File: config.mk
export PLATFORM = sky130hd
export DESIGN_NAME = uart_tx_ctrl
export DESIGN_NICKNAME = d
export VERILOG_FILES = /design/src/rtl/uart_tx_ctrl.sv
export SDC_FILE = /design/constraint.sdc
export NUM_CORES = 1
export LEC_CHECK = 0
export ABC_AREA = 1
export BUFFER_PORTS_ARGS = -buffer_cell sky130_fd_sc_hd__buf_2
export CAP_MARGIN = 20
export CORE_UTILIZATION = 53
export DETAILED_ROUTE_END_ITERATION = 8
export GPL_TIMING_DRIVEN = 0
export PLACE_DENSITY_LB_ADDON = 0.08
export SKIP_LAST_GASP = 1
export SYNTH_ARGS = -nofsm -noshare
export SYNTH_HDL_FRONTEND = slang
export SYNTH_SLANG_ARGS = --single-unit
export TNS_END_PERCENT = 100
File: constraint.sdc
create_clock -name clk_in -period 2.25 [get_ports clk_in]
set_input_delay 0.675 -clock clk_in [delete_from_list [all_inputs] [get_ports clk_in]]
set_output_delay 0.675 -clock clk_in [all_outputs]
set_load 0.02 [all_outputs]
File: src/rtl/uart_tx_ctrl.sv
// -----------------------------------------------------------------------------
// uart_tx_ctrl
//
// UART transmitter: bytes arrive over a valid/ready handshake, are queued in a
// small FIFO and serialized LSB-first as 8N1 frames on uart_tx. Queued bytes
// are sent back-to-back with no idle gap between frames.
//
// Optional feature macro: UART_TX_PARITY_EN
//   defined   -> an even-parity bit is sent after the data bits (8E1 frames)
//   undefined -> no parity state or logic (8N1 frames)
//
// Parameters
//   CLKS_PER_BIT : clk_in cycles per bit period (>= 2)
//   FIFO_DEPTH   : byte FIFO entries (power of two, >= 2)
//
// Ports
//   clk_in     in   system clock, all logic on the rising edge
//   arstn      in   synchronous active-low reset
//   tx_data    in   byte to send, captured only when pushed
//   tx_valid   in   tx_data valid
//   tx_ready   out  FIFO can accept; a byte moves on tx_valid & tx_ready
//   uart_tx    out  serial line, registered, idles high
//   tx_busy    out  high while a frame is being sent
//   fifo_level out  number of bytes currently queued
// -----------------------------------------------------------------------------
module uart_tx_ctrl #(
    parameter int CLKS_PER_BIT = 16,
    parameter int FIFO_DEPTH   = 4
) (
    input  logic                        clk_in,
    input  logic                        arstn,
    input  logic [7:0]                  tx_data,
    input  logic                        tx_valid,
    output logic                        tx_ready,
    output logic                        uart_tx,
    output logic                        tx_busy,
    output logic [$clog2(FIFO_DEPTH):0] fifo_level
);

    localparam int PTR_W = $clog2(FIFO_DEPTH);
    localparam int LVL_W = PTR_W + 1;
    localparam int CNT_W = $clog2(CLKS_PER_BIT);

    localparam logic [CNT_W-1:0] CNT_ZERO = {CNT_W{1'b0}};
    localparam logic [CNT_W-1:0] CNT_ONE  = CNT_W'(1);
    localparam logic [CNT_W-1:0] CNT_LAST = CNT_W'(CLKS_PER_BIT - 1);
    localparam logic [LVL_W-1:0] LVL_ZERO = {LVL_W{1'b0}};
    localparam logic [LVL_W-1:0] LVL_ONE  = LVL_W'(1);
    localparam logic [LVL_W-1:0] LVL_FULL = LVL_W'(FIFO_DEPTH);
    localparam logic [PTR_W-1:0] PTR_ZERO = {PTR_W{1'b0}};
    localparam logic [PTR_W-1:0] PTR_ONE  = PTR_W'(1);

`ifdef UART_TX_PARITY_EN
    typedef enum logic [2:0] {
        ST_IDLE   = 3'd0,
        ST_START  = 3'd1,
        ST_DATA   = 3'd2,
        ST_PARITY = 3'd3,
        ST_STOP   = 3'd4
    } state_t;

    // Even parity: the bit that makes the total count of ones even.
    function automatic logic parity8(input logic [7:0] d);
        return ^d;
    endfunction
`else
    typedef enum logic [2:0] {
        ST_IDLE  = 3'd0,
        ST_START = 3'd1,
        ST_DATA  = 3'd2,
        ST_STOP  = 3'd4
    } state_t;
`endif

    state_t             state_r;
    state_t             state_next_s;
    logic [CNT_W-1:0]   cnt_r;
    logic [CNT_W-1:0]   cnt_next_s;
    logic [2:0]         idx_r;
    logic [2:0]         idx_next_s;
    logic [7:0]         shift_r;
    logic [7:0]         shift_next_s;
    logic               line_r;
    logic               line_next_s;
    logic               busy_r;
    logic [7:0]         mem_r [FIFO_DEPTH];
    logic [PTR_W-1:0]   wr_ptr_r;
    logic [PTR_W-1:0]   rd_ptr_r;
    logic [LVL_W-1:0]   level_r;
    logic [LVL_W-1:0]   level_next_s;
    logic               push_s;
    logic               pop_s;
    logic               bit_end_s;
    logic               have_data_s;
    logic [7:0]         head_s;
`ifdef UART_TX_PARITY_EN
    logic               parity_r;
    logic               parity_next_s;
`endif

    // No bypass: space only exists when the registered count says so.
    assign tx_ready    = arstn & (level_r != LVL_FULL);
    assign push_s      = tx_valid & tx_ready;
    assign have_data_s = (level_r != LVL_ZERO);
    assign head_s      = mem_r[rd_ptr_r];
    assign bit_end_s   = (cnt_r == CNT_LAST);

    assign uart_tx    = line_r;
    assign tx_busy    = busy_r;
    assign fifo_level = level_r;

    // Next-state, pop request and next line value of the frame sequencer.
    always_comb begin
        state_next_s = state_r;
        cnt_next_s   = cnt_r;
        idx_next_s   = idx_r;
        shift_next_s = shift_r;
        pop_s        = 1'b0;
        line_next_s  = 1'b1;
`ifdef UART_TX_PARITY_EN
        parity_next_s = parity_r;
`endif

        case (state_r)
            ST_IDLE: begin
                if (have_data_s) begin
                    pop_s        = 1'b1;
                    shift_next_s = head_s;
                    cnt_next_s   = CNT_ZERO;
                    state_next_s = ST_START;
                end else begin
                    state_next_s = ST_IDLE;
                end
            end
            ST_START: begin
                if (bit_end_s) begin
                    cnt_next_s   = CNT_ZERO;
                    idx_next_s   = 3'd0;
                    state_next_s = ST_DATA;
                end else begin
                    cnt_next_s = cnt_r + CNT_ONE;
                end
            end
            ST_DATA: begin
                if (bit_end_s) begin
                    cnt_next_s   = CNT_ZERO;
                    shift_next_s = {1'b0, shift_r[7:1]};
                    if (idx_r == 3'd7) begin
`ifdef UART_TX_PARITY_EN
                        state_next_s = ST_PARITY;
`else
                        state_next_s = ST_STOP;
`endif
                    end else begin
                        idx_next_s = idx_r + 3'd1;
                    end
                end else begin
                    cnt_next_s = cnt_r + CNT_ONE;
                end
            end
`ifdef UART_TX_PARITY_EN
            ST_PARITY: begin
                if (bit_end_s) begin
                    cnt_next_s   = CNT_ZERO;
                    state_next_s = ST_STOP;
                end else begin
                    cnt_next_s = cnt_r + CNT_ONE;
                end
            end
`endif
            ST_STOP: begin
                if (bit_end_s) begin
                    cnt_next_s = CNT_ZERO;
                    // Chain straight into the next start bit when data waits.
                    if (have_data_s) begin
                        pop_s        = 1'b1;
                        shift_next_s = head_s;
                        state_next_s = ST_START;
                    end else begin
                        state_next_s = ST_IDLE;
                    end
                end else begin
                    cnt_next_s = cnt_r + CNT_ONE;
                end
            end
            default: begin
                state_next_s = ST_IDLE;
                cnt_next_s   = CNT_ZERO;
                idx_next_s   = 3'd0;
            end
        endcase

`ifdef UART_TX_PARITY_EN
        // Parity is latched from the whole byte before shifting destroys it.
        if (pop_s) begin
            parity_next_s = parity8(head_s);
        end else begin
            parity_next_s = parity_r;
        end
`endif

        // Line value is derived from the next state so uart_tx is a register.
        case (state_next_s)
            ST_IDLE:   line_next_s = 1'b1;
            ST_START:  line_next_s = 1'b0;
            ST_DATA:   line_next_s = shift_next_s[0];
`ifdef UART_TX_PARITY_EN
            ST_PARITY: line_next_s = parity_next_s;
`endif
            ST_STOP:   line_next_s = 1'b1;
            default:   line_next_s = 1'b1;
        endcase
    end

    // FIFO occupancy: simultaneous push and pop leave the count unchanged.
    always_comb begin
        level_next_s = level_r;
        case ({push_s, pop_s})
            2'b10:   level_next_s = level_r + LVL_ONE;
            2'b01:   level_next_s = level_r - LVL_ONE;
            default: level_next_s = level_r;
        endcase
    end

    // Sequencer, FIFO pointers and registered outputs.
    always_ff @(posedge clk_in) begin
        if (!arstn) begin
            state_r  <= ST_IDLE;
            cnt_r    <= CNT_ZERO;
            idx_r    <= 3'd0;
            shift_r  <= 8'h00;
            line_r   <= 1'b1;
            busy_r   <= 1'b0;
            level_r  <= LVL_ZERO;
            wr_ptr_r <= PTR_ZERO;
            rd_ptr_r <= PTR_ZERO;
`ifdef UART_TX_PARITY_EN
            parity_r <= 1'b0;
`endif
        end else begin
            state_r <= state_next_s;
            cnt_r   <= cnt_next_s;
            idx_r   <= idx_next_s;
            shift_r <= shift_next_s;
            line_r  <= line_next_s;
            busy_r  <= (state_next_s != ST_IDLE);
            level_r <= level_next_s;
            if (push_s) begin
                wr_ptr_r <= wr_ptr_r + PTR_ONE;
            end
            if (pop_s) begin
                rd_ptr_r <= rd_ptr_r + PTR_ONE;
            end
`ifdef UART_TX_PARITY_EN
            parity_r <= parity_next_s;
`endif
        end
    end

    // FIFO storage; contents are only meaningful below the level count.
    always_ff @(posedge clk_in) begin
        if (push_s) begin
            mem_r[wr_ptr_r] <= tx_data;
        end
    end

endmodule

Word level (Yosys, flattened, before mapping)
Memory sizes are Yosys's and may differ from the RTL's. A register that Yosys moved wholly into a read port is not among the register bits.
Index checks and enable logic that the tools add are counted.
Word-level totals
  memories: 1
  input port bits: 11
  register bits: 27
  logic and storage cells: 70
  output and inout port bits: 6
  bits in writable memories: 32
Cells by class
  add/sub/neg operators: 6
  muxes and demuxes: 26
  equality and inequality tests: 15
  bitwise operators: 3
  reductions and logical operators: 9
Memory list
  mem_r: depth 4, width 8, read ports 1, clocked after Yosys merged registers in 1, write ports 1, line 86  | logic [7:0] mem_r [FIFO_DEPTH];
Operators with widths (number)
  $mux W8: 3
  $pmux W8 S3: 1
  $mux W3: 7
  $pmux W3 S4: 1
  $ne A2 B2 Y1 const B: 5
  $pmux W3 S3: 1
  $reduce_bool A3 Y1: 3
  $mux W4: 2
  $pmux W4 S2: 1
  $add A3 B1 Y3 const B: 2
  $eq A3 B1 Y1 const B: 2
  $eq A3 B2 Y1 const B: 2
  $eq A3 B3 Y1 const B: 2
  $pmux W3 S2: 1
  $mux W1: 5
  $add A2 B1 Y2 const B: 2
  $add A4 B1 Y4 const B: 1
  $eq A4 B4 Y1 const B: 1
  $mux W2: 2
  $pmux W1 S2: 2
  $reduce_and A4 Y1: 1
  $logic_not A3 Y1: 1
  $ne A3 B3 Y1 const B: 1
  $reduce_and A3 Y1: 1
  other kinds (8): 9

Logic depth before layout (Yosys ltp)
  word-level depth: 6
  mapped depth: 12
  depth with buffers taken out: 12

Worst setup path before layout
OpenSTA, ideal clock, no wires.
  kind: input to register
  start: in arstn
  end: reg level_r[1] (netlist: fifo_level[1])
  required time: 2180 ps
  library setup time: 70 ps
  stages: 7
  buffers on the path: 0
  arrival: 2099 ps
  path slack: 81 ps
  cells stage by stage: clkinv_1 -> a21oi_2 -> nand2_2 -> ha_1 -> inv_1 -> fa_1 -> a21oi_1
Between the ends
  word-level cells in the longest chain between the ends: 4
RTL lines
  start: declaration: line 31  | input logic arstn,
  $and A1 B1 Y1 (*): line 102  | assign tx_ready = arstn & (level_r != LVL_FULL);
  net tx_ready: line 34  | output logic tx_ready,
  $and A1 B1 Y1 (*): line 103  | assign push_s = tx_valid & tx_ready;
  $eq A2 B1 Y1 / $eq A2 B2 Y1 (equally long branches): line 218  | case ({push_s, pop_s})
  $pmux W3 S2 / $reduce_bool A2 Y1 (equally long branches)
  end signal: assignment: line 247  | level_r <= level_next_s;
  end: declaration: line 89  | logic [LVL_W-1:0] level_r;
The timed path passes the listed nets; every way through them passes the cells marked *.
A chain may end at the register's enable or synchronous reset.

Final worst setup path
  start: in arstn
  end: out tx_ready
Between the ends
  word-level cells in the longest chain between the ends: 1
RTL lines (line)
  $and A1 B1 Y1: 102
  end: declaration: 34
Every way passes these cells.

==> impl_metrics.py <==
metrics = {
    "placement": {
        "placed_area_mm2": 0.00294,
        "dp_hpwl_um": 3470,
        "place_inst": 375,
        "routabilityCongestion": 0.815,
        "io_buffer_count": 16,
    },
    "clock_tree": {
        "cts.htree.levels": 3,
        "cts_tree": "yes",
        "worstSkewPairLatency_ps": 340,
        "cts_hold_buf": 0,
        "cts_max_path_buffers": 2,
        "numCtsBuffers": 9,
        "cts.clk_slew.worst_paths_ps": 70,
        "root_buffer": "clkbuf_8",
        "clkSinkCount": 61,
    },
    "floorplanning": {
        "start_util_pct": 56.8,
        "io_pins": 17,
        "fp-row-count": 25,
        "die_area_mm2": 0.00553,
        "core-area_mm2": 0.00488,
        "die_x_um": 74.3,
        "fp.dieH_um": 74.3,
    },
    "worst_setup_path": {
        "start_kind": "input port",
        "rr_startpoint": "cnt_r[0]",
        "endpoint_kind": "output pin",
        "cp-startpoint": "arstn",
        "crit_required_ps": 1570,
        "critical_path_class": "input port to output pin",
        "worstPathArrival_ps": 1450,
        "cp_max_fo": 8,
    },
    "outcome": {
        "status": "finished clean",
    },
    "drt": {
        "vias_per_cell": 5.10,
        "antenna_left": 0,
        "drc_errors": 0,
        "routedWlPerCell_um": 13.2,
        "vias": 1998,
        "drtIter0Drc": 141,
        "wl_um": 5180,
        "drtPass1Iterations": 4,
    },
    "cells_and_area": {
        "layout.nets": 340,
        "stdcell_count": 392,
        "mostFrequentLayoutCells": "nand2_1 (79), edfxtp_1 (32), nand3_1 (29)",
        "drive_gt1_share_pct": 20.3,
        "fin_area_mm2": 0.00313,
        "diodes": 0,
        "syn_to_final_growth_pct": 13.0,
        "fill_cells": 440,
        "mostFrequentLayoutCell": "nand2_1",
    },
    "synth": {
        "yosys_register_bits": 61,
        "synthCells": 292,
        "seq_area_frac_synth_pct": 55.6,
        "syn-num-nets": 312,
        "avgSynthCellArea_um2": 9.50,
        "ys_warn_count": 0,
        "post_synth_num_cell_types": 33,
        "netlist_area_mm2": 0.00277,
    },
    "sta": {
        "rsz0062_at_grt": "false",
        "setup_viol": 0,
        "fin_crit_ps": 2130,
        "hold_viol_final": 0,
        "period_share_pct": 94.5,
        "max_freq_ghz": 0.471,
        "finalClockSkew_ps": 9.85,
        "tightest_slew_ps": 792,
        "drv_slew": 0,
        "setup_tns_ps": 0,
        "slew_headroom_pct": 47.0,
    },
    "grt": {
        "grt_usage_pct": 21.2,
        "grt-ovfl-total": 0,
        "grt_max_degree": 13,
        "grt_pass1_vias": 1776,
        "grt_pass1_wl_um": 8270,
        "antenna_found_initial": 0,
    },
    "power": {
        "power_density_mw_per_mm2": 1140,
        "vdd_drop_max_v": 0.000774,
        "power.total_mw": 3.58,
        "p_leak_nw": 1.30,
    },
    "min_path": {
        "hold_path_class": "flip-flop to flip-flop",
        "hold_path.startpoint": "idx_r[0]",
    },
    "run": {
        "maxCapViolCount": 0,
    },
}
[power breakdown]
part	total (mW)	switching (mW)	internal, mW	leakage (nW)
Sequential	1.47	0.110	1.36	0.530
Combinational	1.29	0.830	0.458	0.688
Clock	0.825	0.428	0.396	0.0783
[repair_timing]
action	4_1_cts	5_1_grt
gates resized for setup	3	4
setup buffers	1	0
setup endpoints to repair	1	1
pin swaps	2	1
[worst max-delay path, cell delays in order]
cell,delay [ps]
buf_2,110
clkinv_1,240
a21oi_2,230
buf_2,190
[cells by family after synthesis]
kind of cell | Yosys count | share of synthesized area, %
compound gates | 39 | 8.03
xor+xnor | 2 | 0.632
fa+ha+maj | 9 | 4.33
buf+inv | 34 | 5.14
flops | 61 | 55.6
simple gates | 147 | 26.3
[worst paths after layout]
check	end	slack, ps	cells after the start
setup / recovery	tx_ready	120	4
hold / removal	idx_r[0]	470	1
setup reg to reg	fifo_level[2]	140	12
hold reg to reg	idx_r[0]	470	1
[registers in the layout, indices dropped and copies added, names as in the netlist, 2 cells and up, named ones only]
name,flops
fifo_level,3
cnt_r,4
rd_ptr_r,2
mem_r,32
shift_r,8
idx_r,3
state_r,3
wr_ptr_r,2
[synthesized netlist by cell type, drive strengths merged]
master   n  area, um^2
a21oi   26         145
a22oi    3        22.5
buf      5        33.8
clkbuf   1        3.75
clkinv   1        3.75
dfxtp   29         581
edfxtp  32         961
fa       1        20.0
ha       8         100
inv     27         101
nand2   88         365
nand3   34         218
nand3b   3        22.5
nand4    1        6.26
nor2    20         111
o21ai    9        48.8
o22ai    1        6.26
or2      1        6.26
xnor2    1        8.76
xor2     1        8.76
[layout make-up]
class / instances / area [um^2] / area share (%)
multi-input combinational: 197 / 1100 / 35.2
tap: 67 / 83.8 / 2.67
sequential: 61 / 1550 / 49.3
clock buffer: 10 / 128 / 4.07
inverter: 28 / 105 / 3.35
timing repair buffer: 17 / 87.6 / 2.79
buffer: 6 / 37.5 / 1.20
clock inverter: 6 / 41.3 / 1.32
[routing by layer]
| layer | up-vias | track usage (%) | wire length (um) |
|---|---|---|---|
| met5 | - | 0 | 0 |
| met4 | 0 | 12.4 | 63 |
| met3 | 7 | 4.47 | 202 |
| met2 | 43 | 30.1 | 2310 |
| met1 | 920 | 30.1 | 2610 |
| li1 | 1028 | - | - |
[per-stage QoR]
stage                     setup WS [ps]  utilization [%]  hold slack [ps]
final                               125             64.2              468
after global routing               4.44             64.2              493
after CTS                          40.2             63.9              467
after detailed placement           -173             60.2              452
after global placement             -155             60.2              448
after floorplan                    80.9                -              428
Power figures use the tool's default switching activity.
